[config.mk]
export PLATFORM = sky130hd
export DESIGN_NAME = mc_control_unit
export DESIGN_NICKNAME = d
export VERILOG_FILES = /design/src/rtl/mc_ctrl_pkg.sv /design/src/rtl/alu_op_decoder.sv /design/src/rtl/mc_control_unit.sv
export SDC_FILE = /design/constraint.sdc
export NUM_CORES = 1
export LEC_CHECK = 0
export CELL_PAD_IN_SITES_DETAIL_PLACEMENT = 0
export CELL_PAD_IN_SITES_GLOBAL_PLACEMENT = 1
export CORE_MARGIN = 2
export CORE_UTILIZATION = 29
export CTS_CLUSTER_SIZE = 16
export DETAILED_ROUTE_END_ITERATION = 16
export PLACE_DENSITY_LB_ADDON = 0.1
export SLEW_MARGIN = 20
export SYNTH_ARGS = -nofsm -noshare
export SYNTH_HDL_FRONTEND = slang
export SYNTH_SLANG_ARGS = --single-unit
[constraint.sdc]
create_clock -name clk -period 2.1 [get_ports clk]
set_input_delay 0.315 -clock clk [delete_from_list [all_inputs] [get_ports clk]]
set_output_delay 0.315 -clock clk [all_outputs]
set_load 0.05 [all_outputs]
[src/rtl/mc_ctrl_pkg.sv]
// mc_ctrl_pkg: states, opcode/funct constants and control encodings for mc_control_unit
package mc_ctrl_pkg;
  typedef enum logic [3:0] {
    S_FETCH, S_DECODE, S_MEMADR, S_MEMRD, S_MEMWB, S_MEMWR, S_RTEX, S_RTWB,
    S_ADDIEX, S_SLTIEX, S_ITWB, S_BEQ, S_JUMP, S_JAL, S_JR, S_HALT
  } state_t;
  localparam logic [5:0] OP_RTYPE = 6'b000000;
  localparam logic [5:0] OP_LW    = 6'b100011;
  localparam logic [5:0] OP_SW    = 6'b101011;
  localparam logic [5:0] OP_BEQ   = 6'b000100;
  localparam logic [5:0] OP_ADDI  = 6'b001000;
  localparam logic [5:0] OP_SLTI  = 6'b001010;
  localparam logic [5:0] OP_J     = 6'b000010;
  localparam logic [5:0] OP_JAL   = 6'b000011;
  localparam logic [5:0] FN_ADD = 6'b100000;
  localparam logic [5:0] FN_SUB = 6'b100010;
  localparam logic [5:0] FN_AND = 6'b100100;
  localparam logic [5:0] FN_OR  = 6'b100101;
  localparam logic [5:0] FN_SLT = 6'b101010;
  localparam logic [5:0] FN_JR  = 6'b001000;
  localparam logic [2:0] ALU_AND = 3'b000;
  localparam logic [2:0] ALU_OR  = 3'b001;
  localparam logic [2:0] ALU_ADD = 3'b010;
  localparam logic [2:0] ALU_SUB = 3'b110;
  localparam logic [2:0] ALU_SLT = 3'b111;
  localparam logic [1:0] SRCB_B     = 2'b00;
  localparam logic [1:0] SRCB_4     = 2'b01;
  localparam logic [1:0] SRCB_IMM   = 2'b10;
  localparam logic [1:0] SRCB_IMMSH = 2'b11;
  localparam logic [1:0] PC_ALU    = 2'b00;
  localparam logic [1:0] PC_ALUOUT = 2'b01;
  localparam logic [1:0] PC_JUMP   = 2'b10;
  localparam logic [1:0] PC_A      = 2'b11;
  localparam logic [1:0] DST_RT = 2'b00;
  localparam logic [1:0] DST_RD = 2'b01;
  localparam logic [1:0] DST_RA = 2'b10;
  localparam logic [1:0] M2R_ALU = 2'b00;
  localparam logic [1:0] M2R_MDR = 2'b01;
  localparam logic [1:0] M2R_PC  = 2'b10;
endpackage

[src/rtl/alu_op_decoder.sv]
// alu_op_decoder: R-type funct to ALU operation; unknown functs fall back to ADD
module alu_op_decoder
  import mc_ctrl_pkg::*;
(
  input  logic [5:0] func,
  output logic [2:0] alu_op
);
  always_comb
    alu_op = (func == FN_SUB) ? ALU_SUB :
             (func == FN_AND) ? ALU_AND :
             (func == FN_OR)  ? ALU_OR  :
             (func == FN_SLT) ? ALU_SLT : ALU_ADD;
endmodule

[src/rtl/mc_control_unit.sv]
// mc_control_unit: multi-cycle MIPS control FSM; all outputs forced to 0 while rst is high.
// MC_CTRL_ILLEGAL_TRAP_EN: illegal opcodes trap to HALT and set a sticky illegal flag.
module mc_control_unit
  import mc_ctrl_pkg::*;
(
  input  logic       clk,
  input  logic       rst,
  input  logic [5:0] OPC,
  input  logic [5:0] func,
  input  logic       zero,
  output logic       PCen,
  output logic       IorD,
  output logic       memRead,
  output logic       memWrite,
  output logic       IRWrite,
  output logic       regWrite,
  output logic       ALUSrcA,
  output logic [1:0] ALUSrcB,
  output logic [2:0] ALUOperation,
  output logic [1:0] PCSrc,
  output logic [1:0] regDst,
  output logic [1:0] memToReg,
  output logic       illegal
);
  state_t state, nxt, dec_nxt;
  logic [2:0] alu_rt;
  alu_op_decoder u_dec (.func(func), .alu_op(alu_rt));
`ifdef MC_CTRL_ILLEGAL_TRAP_EN
  localparam state_t ILL_NXT = S_HALT;
  logic ill_q;
  always_ff @(posedge clk)
    if (rst) ill_q <= 1'b0;
    else if (state == S_DECODE && dec_nxt == S_HALT) ill_q <= 1'b1;
  assign illegal = ill_q & ~rst;
`else
  localparam state_t ILL_NXT = S_FETCH;
  assign illegal = 1'b0;
`endif
  always_comb
    dec_nxt = (OPC == OP_LW || OPC == OP_SW) ? S_MEMADR :
              (OPC == OP_RTYPE) ? ((func == FN_JR) ? S_JR : S_RTEX) :
              (OPC == OP_BEQ)  ? S_BEQ    :
              (OPC == OP_ADDI) ? S_ADDIEX :
              (OPC == OP_SLTI) ? S_SLTIEX :
              (OPC == OP_J)    ? S_JUMP   :
              (OPC == OP_JAL)  ? S_JAL    : ILL_NXT;
  always_ff @(posedge clk)
    if (rst) state <= S_FETCH;
    else state <= nxt;
  always_comb begin
    case (state)
      S_FETCH:            nxt = S_DECODE;
      S_DECODE:           nxt = dec_nxt;
      S_MEMADR:           nxt = (OPC == OP_SW) ? S_MEMWR : S_MEMRD;
      S_MEMRD:            nxt = S_MEMWB;
      S_RTEX:             nxt = S_RTWB;
      S_ADDIEX, S_SLTIEX: nxt = S_ITWB;
      S_HALT:             nxt = S_HALT;
      default:            nxt = S_FETCH;
    endcase
  end
  always_comb begin
    PCen = 1'b0;
    IorD = 1'b0;
    memRead = 1'b0;
    memWrite = 1'b0;
    IRWrite = 1'b0;
    regWrite = 1'b0;
    ALUSrcA = 1'b0;
    ALUSrcB = SRCB_B;
    ALUOperation = 3'b000;
    PCSrc = PC_ALU;
    regDst = DST_RT;
    memToReg = M2R_ALU;
    if (!rst) begin
      ALUOperation = ALU_ADD;
      case (state)
        S_FETCH:  begin memRead = 1'b1; IRWrite = 1'b1; ALUSrcB = SRCB_4; PCen = 1'b1; end
        S_DECODE: ALUSrcB = SRCB_IMMSH;
        S_MEMADR, S_ADDIEX: begin ALUSrcA = 1'b1; ALUSrcB = SRCB_IMM; end
        S_SLTIEX: begin ALUSrcA = 1'b1; ALUSrcB = SRCB_IMM; ALUOperation = ALU_SLT; end
        S_MEMRD:  begin IorD = 1'b1; memRead = 1'b1; end
        S_MEMWB:  begin regWrite = 1'b1; memToReg = M2R_MDR; end
        S_MEMWR:  begin IorD = 1'b1; memWrite = 1'b1; end
        S_RTEX:   begin ALUSrcA = 1'b1; ALUOperation = alu_rt; end
        S_RTWB:   begin regWrite = 1'b1; regDst = DST_RD; end
        S_ITWB:   regWrite = 1'b1;
        S_BEQ:    begin ALUSrcA = 1'b1; ALUOperation = ALU_SUB; PCSrc = PC_ALUOUT; PCen = zero; end
        S_JUMP:   begin PCSrc = PC_JUMP; PCen = 1'b1; end
        S_JAL:    begin PCSrc = PC_JUMP; PCen = 1'b1; regWrite = 1'b1; regDst = DST_RA; memToReg = M2R_PC; end
        S_JR:     begin PCSrc = PC_A; PCen = 1'b1; end
        default:  ;
      endcase
    end
  end
endmodule

==> results of run 1 <==
==> per-stage QoR <==
step | std cells | setup TNS [ns] | hold WS [ns]
2_1_floorplan | 104 | -0.457 | 0.517
3_3_place_gp | 161 | 0 | 0.651
3_5_place_dp | 161 | 0 | 0.650
4_1_cts | 164 | 0 | 0.661
5_1_grt | 164 | 0 | 0.623
6_report | 164 | 0 | 0.563
==> report_power, final <==
group / internal, µW / switching (µW) / total, µW
clock: 64.0 / 32.5 / 96.5
sequential: 81.2 / 14.2 / 95.4
combinational: 112 / 123 / 234
total: 257 / 169 / 426
==> area by class of cell <==
cell class / count / area [µm²] / area share
Clock buffer: 3 / 22.5 / 0.0176
Inverter: 2 / 7.51 / 0.00585
Multi-Input combinational cell: 89 / 589 / 0.460
Sequential cell: 4 / 82.6 / 0.0644
Tap cell: 28 / 35.0 / 0.0273
Timing Repair Buffer: 38 / 546 / 0.425
==> final timing paths <==
kind             from        to  cells after the start
max          state[0]      PCen                      5
min          state[3]  state[3]                      2
max reg2reg  state[0]  state[0]                      4
min reg2reg  state[3]  state[3]                      2
==> tightest hold or removal path, delay by kind of cell, from the launching register on <==
family / cells / cell delay (ns)
DFF: 1 / 0.38
AOI/OAI and AO/OA: 1 / 0.05
and+or+nand+nor: 1 / 0.08
==> layout by cell type, fill, tap and decap left out, types with 2 or more instances in the layout <==
cell / n
buf_4: 6
o21ai_1: 3
or3_1: 2
a21oi_1: 5
buf_12: 18
dfxtp_1: 2
nand3_1: 7
inv_1: 2
xnor2_1: 2
clkdlybuf4s50_1: 14
nor3_1: 5
clkbuf_4: 3
dfxtp_2: 2
nor3b_1: 2
a22oi_1: 2
mux2i_1: 3
nor3_2: 3
a31oi_1: 2
nand2_1: 4
nor2b_1: 3
nor2_1: 16
nand2b_1: 5
and3_1: 2
==> metal layers <==
metal / up-vias / wire, µm
met5: - / 0
met4: 0 / 0
met3: 0 / 105
met2: 18 / 983
met1: 388 / 916
li1: 446 / -
==> kinds of logic after synthesis <==
group / Yosys count / share of synthesized area
other: 1 / 0.00536
xor gates and xnor gates: 3 / 0.0376
buffers and inverters: 11 / 0.0894
and+or+nand+nor: 59 / 0.478
DFF: 4 / 0.114
muxes: 4 / 0.0590
AOI/OAI and AO/OA: 22 / 0.216
==> impl_metrics.toml, run 1 <==
[floorplanning]
die_h_um = 53.1
design.die.area_mm2 = 0.00282
std_cell_rows = 17
die_width_um = 53.1
coreArea_mm2 = 0.00225
io_pins = 34
initial_utilization = 0.310

[clock_tree]
ctsResizeCount = 0
cts_made_buffers = 3
clk_pin_slew_worst_paths_ns = 0.03
htree_num_levels = 1
clk_path_buf_depth = 2
postCtsSetupBuffers = 0
clock_sinks = 4
cts_tree = "yes"
clk_latency_ns = 0.24
root_buffer = "clkbuf_4"
ctsHoldBuffers = 0

[synthesis]
yosysTopAreaCellShare = 0.114
syn_inst = 104
yosys-top-cells-area = "dfxtp_1 11%, nor2_1 8.6%, nor3_1 5.7%"
yosys_warnings = 0
syn-cell-area_um2 = 699
synth_edf_count = 0
synth_cell_types = 43
syn_area_per_cell_um2 = 6.73
yosysMostFrequentCell = "nor2_1"
synth.net_count = 119
synth-main-ff-cell = "dfxtp_1"
ys_seq_area_frac = 0.114
ys_async_sr_fraction = 0
yosysTopAreaCell = "dfxtp_1"
ys_ff_latch = 4
synth_commonest_cells = "16 x nor2_1, 8 x nor3_1, 7 x nand3_1"

[worst_setup_path]
required_ns = 1.78
arrival_ns = 1.65
reg2reg_setup_slack_ns = 0.69
slowest_stage = "or3_1"
cp-end-kind = "output pin"
cp_top_family = "simple AND/OR/NAND/NOR gates"
crit_type = "reg -> out"
slowest_delay_ns = 0.44
crit_top_cell = "a21oi_1"
cp_cell_sequence = "or3_1, a21oi_1, a21oi_1, nor2_1, buf_12"
critPathMaxFanout = 14
worstSetupStartpointType = "flip-flop"
path_buf_inv = 1

[placed_design]
post-place-ws_ns = 0.111
place_hpwl_um = 1660
port_buffers = 32
placed_area_mm2 = 0.00125
gp_congestion = 0.794

[sta]
worst_slack_ns = 0.131
finClkSkew_ns = 0.00196
period_minus_slack_ns = 1.97
rsz0062_at_grt = "false"
setup_viol = 0
fin_crit_sh = 0.937
report.final.slew_viol_count = 0
max_freq_ghz = 0.508
hold_viol_final = 0

[worst_hold_path]
hp-class = "reg -> reg"

[layout]
antennaDiodeCount = 0
top_regs = "state: 4 flops"
final_core_util = 0.569
num-fill-cells = 219
areaGrowthSynthToFinish_pct = 83.4
design_area_mm2 = 0.00128
drive_above_1_share = 0.301
largest_register_ffs = 4
regMostFlops = "state"
layout.nets = 153

[routing]
drt_iter0_markers = 14
wl_per_cell_um = 12.2
via_per_inst = 5.20
drt-total-wl_um = 2010
num_vias = 852
first_pass_iters = 4
antenna_left = 0
drcViolationCount = 0

[global_route]
antenna_found_initial = 0
met2_usage = 0.244
grt_pass1_vias = 725
track_usage = 0.148
grt_overflow = 0
grt.busiest_layer = "met2"
grt_use_met3 = 0.0424
met1_usage = 0.188
grt_max_degree = 16
grt_pass1_wl_um = 3100

[power_and_ir_drop]
finalPower_uw = 426
power_leakage_uw = 0.000457
cellPowerDensity_mw_per_mm2 = 332
max-vdd-ir-drop_mv = 0.330

[flow_run]
cap_violations = 0

[run_status]
status = "complete, no violations"
Power figures use the tool's default switching activity.
==> run 2: changes to the inputs <==
- CORE_ASPECT_RATIO: unset -> 0.9
==> impl_metrics.toml, run 2 (synthesized netlist as in run 1, its figures left out) <==
[sta]
max_freq_ghz = 0.490
fin_crit_sh = 0.972
period_minus_slack_ns = 2.04
hold_viol_final = 0
setup_viol = 0
tns_ns = 0
hold_slack_ns = 0.667
report.final.slew_viol_count = 0
worst_slack_ns = 0.0578
finClkSkew_ns = 0.00587
rsz0062_at_grt = "false"

[layout]
num-fill-cells = 207
largest_register_ffs = 4
antennaDiodeCount = 0
final_common_cell = "buf_12"
final_cell_mix = "18 x buf_12, 16 x nor2_1, 14 x clkdlybuf4s50_1"
drive_above_1_share = 0.309
areaGrowthSynthToFinish_pct = 84.1
layout.nets = 153
final_core_util = 0.579
multi_input_area_um2 = 594
top_regs = "state: 4 flops"
regMostFlops = "state"
regArea_um2 = 83.8

[placed_design]
port_buffers = 32
gp_congestion = 0.775
place_hpwl_um = 1720
post-place-ws_ns = 0.0716

[global_route]
antenna_found_initial = 0
met1_usage = 0.208
grt_overflow = 0
grt_max_degree = 16
grt_pass1_wl_um = 3610
grt.busiest_layer = "met2"
met2_usage = 0.256
track_usage = 0.153
grt_pass1_vias = 832
grt_use_met3 = 0.0361

[flow_run]
cap_violations = 0

[power_and_ir_drop]
swShare = 0.396
p_clk_frac = 0.226
p_sw_uw = 169
power_frac_comb = 0.554
finalPower_uw = 426
power_leakage_uw = 0.000458
max-vdd-ir-drop_mv = 0.482
pwr-share-seq = 0.220
internal_power_uw = 257
cellPowerDensity_mw_per_mm2 = 331

[clock_tree]
cts_made_buffers = 3
clk_path_buf_depth = 2
clk_latency_ns = 0.24
ctsHoldBuffers = 0
clk_pin_slew_worst_paths_ns = 0.03
htree_num_levels = 1
clock_sinks = 4
root_buffer = "clkbuf_4"
cts_tree = "yes"

[worst_setup_path]
worstSetupStartpointType = "input port"
cp-end-kind = "output pin"
arrival_ns = 1.73
critPathMaxFanout = 4
crit_type = "in -> out"
required_ns = 1.78

[run_status]
status = "complete, no violations"

[routing]
wl_per_cell_um = 13.5
via_per_inst = 5.26
drt-total-wl_um = 2200
first_pass_iters = 6
antenna_left = 0
drt_iter0_markers = 18
drcViolationCount = 0
num_vias = 857

[worst_hold_path]
hp-class = "reg -> reg"

[floorplanning]
die_h_um = 50.6
die_width_um = 55.8
coreArea_mm2 = 0.00222
design.die.area_mm2 = 0.00282
std_cell_rows = 16
io_pins = 34
initial_utilization = 0.315
-- run 2: cell types whose count changed in the layout (fill, tap and decap cells not counted) --
cell | before | now
nand2b_2 | 1 | 0
nand2b_4 | 0 | 1
dfxtp_2 | 2 | 3
dfxtp_1 | 2 | 1
-- run 2: power groups by stage --
stage / clock network (µW) / logic (µW) / registers [µW]
global placement: 0 / 233 / 94.1
detailed placement: 0 / 234 / 94.1
global route: 99.1 / 251 / 95.4
CTS: 96.9 / 235 / 93.0
floorplan: 0 / 133 / 85.6
finish: 96.3 / 236 / 93.8
-- run 2: timing repair --
| action | CTS | global route |
|---|---|---|
| gates resized for setup | 0 | 5 |
| endpoints found under the setup margin | 0 | 4 |
| buffers inserted | 0 | 0 |
-- run 2: final cells by class --
class,count,area share
Clock buffer,3,0.0175
Inverter,2,0.00583
Multi-Input combinational cell,89,0.462
Sequential cell,4,0.0651
Tap cell,27,0.0262
Timing Repair Buffer,38,0.424
-- run 2: metal layers --
| layer | share of wire | vias up |
|---|---|---|
| li1 | - | 445 |
| met1 | 0.48 | 380 |
| met2 | 0.47 | 30 |
| met3 | 0.050 | 2 |
| met4 | 0.0027 | 0 |
| met5 | 0 | - |
-- run 2: worst max-delay path: stages --
cell and delay [ns]:
clkdlybuf4s50_1 0.47, nor3b_1 0.30, a32o_1 0.19, a22oi_1 0.09
nor2_1 0.19, buf_12 0.17
-- run 2: per-stage QoR --
| stage | instance area [µm²] | cells |
|---|---|---|
| 2_1_floorplan | 721 | 104 |
| 3_3_place_gp | 1240 | 160 |
| 3_5_place_dp | 1240 | 160 |
| 4_1_cts | 1270 | 163 |
| 5_1_grt | 1290 | 163 |
| 6_report | 1290 | 163 |
-- run 2: path summary, 6_finish.rpt --
path | start | endpoint | slack [ns] | depth (start not counted)
worst max register to register | state[3] | state[0] | 0.62 | 4
worst min register to register | state[3] | state[3] | 0.67 | 2
worst min-delay path | state[3] | state[3] | 0.67 | 2
worst max-delay path | func[1] | ALUOperation[0] | 0.06 | 6
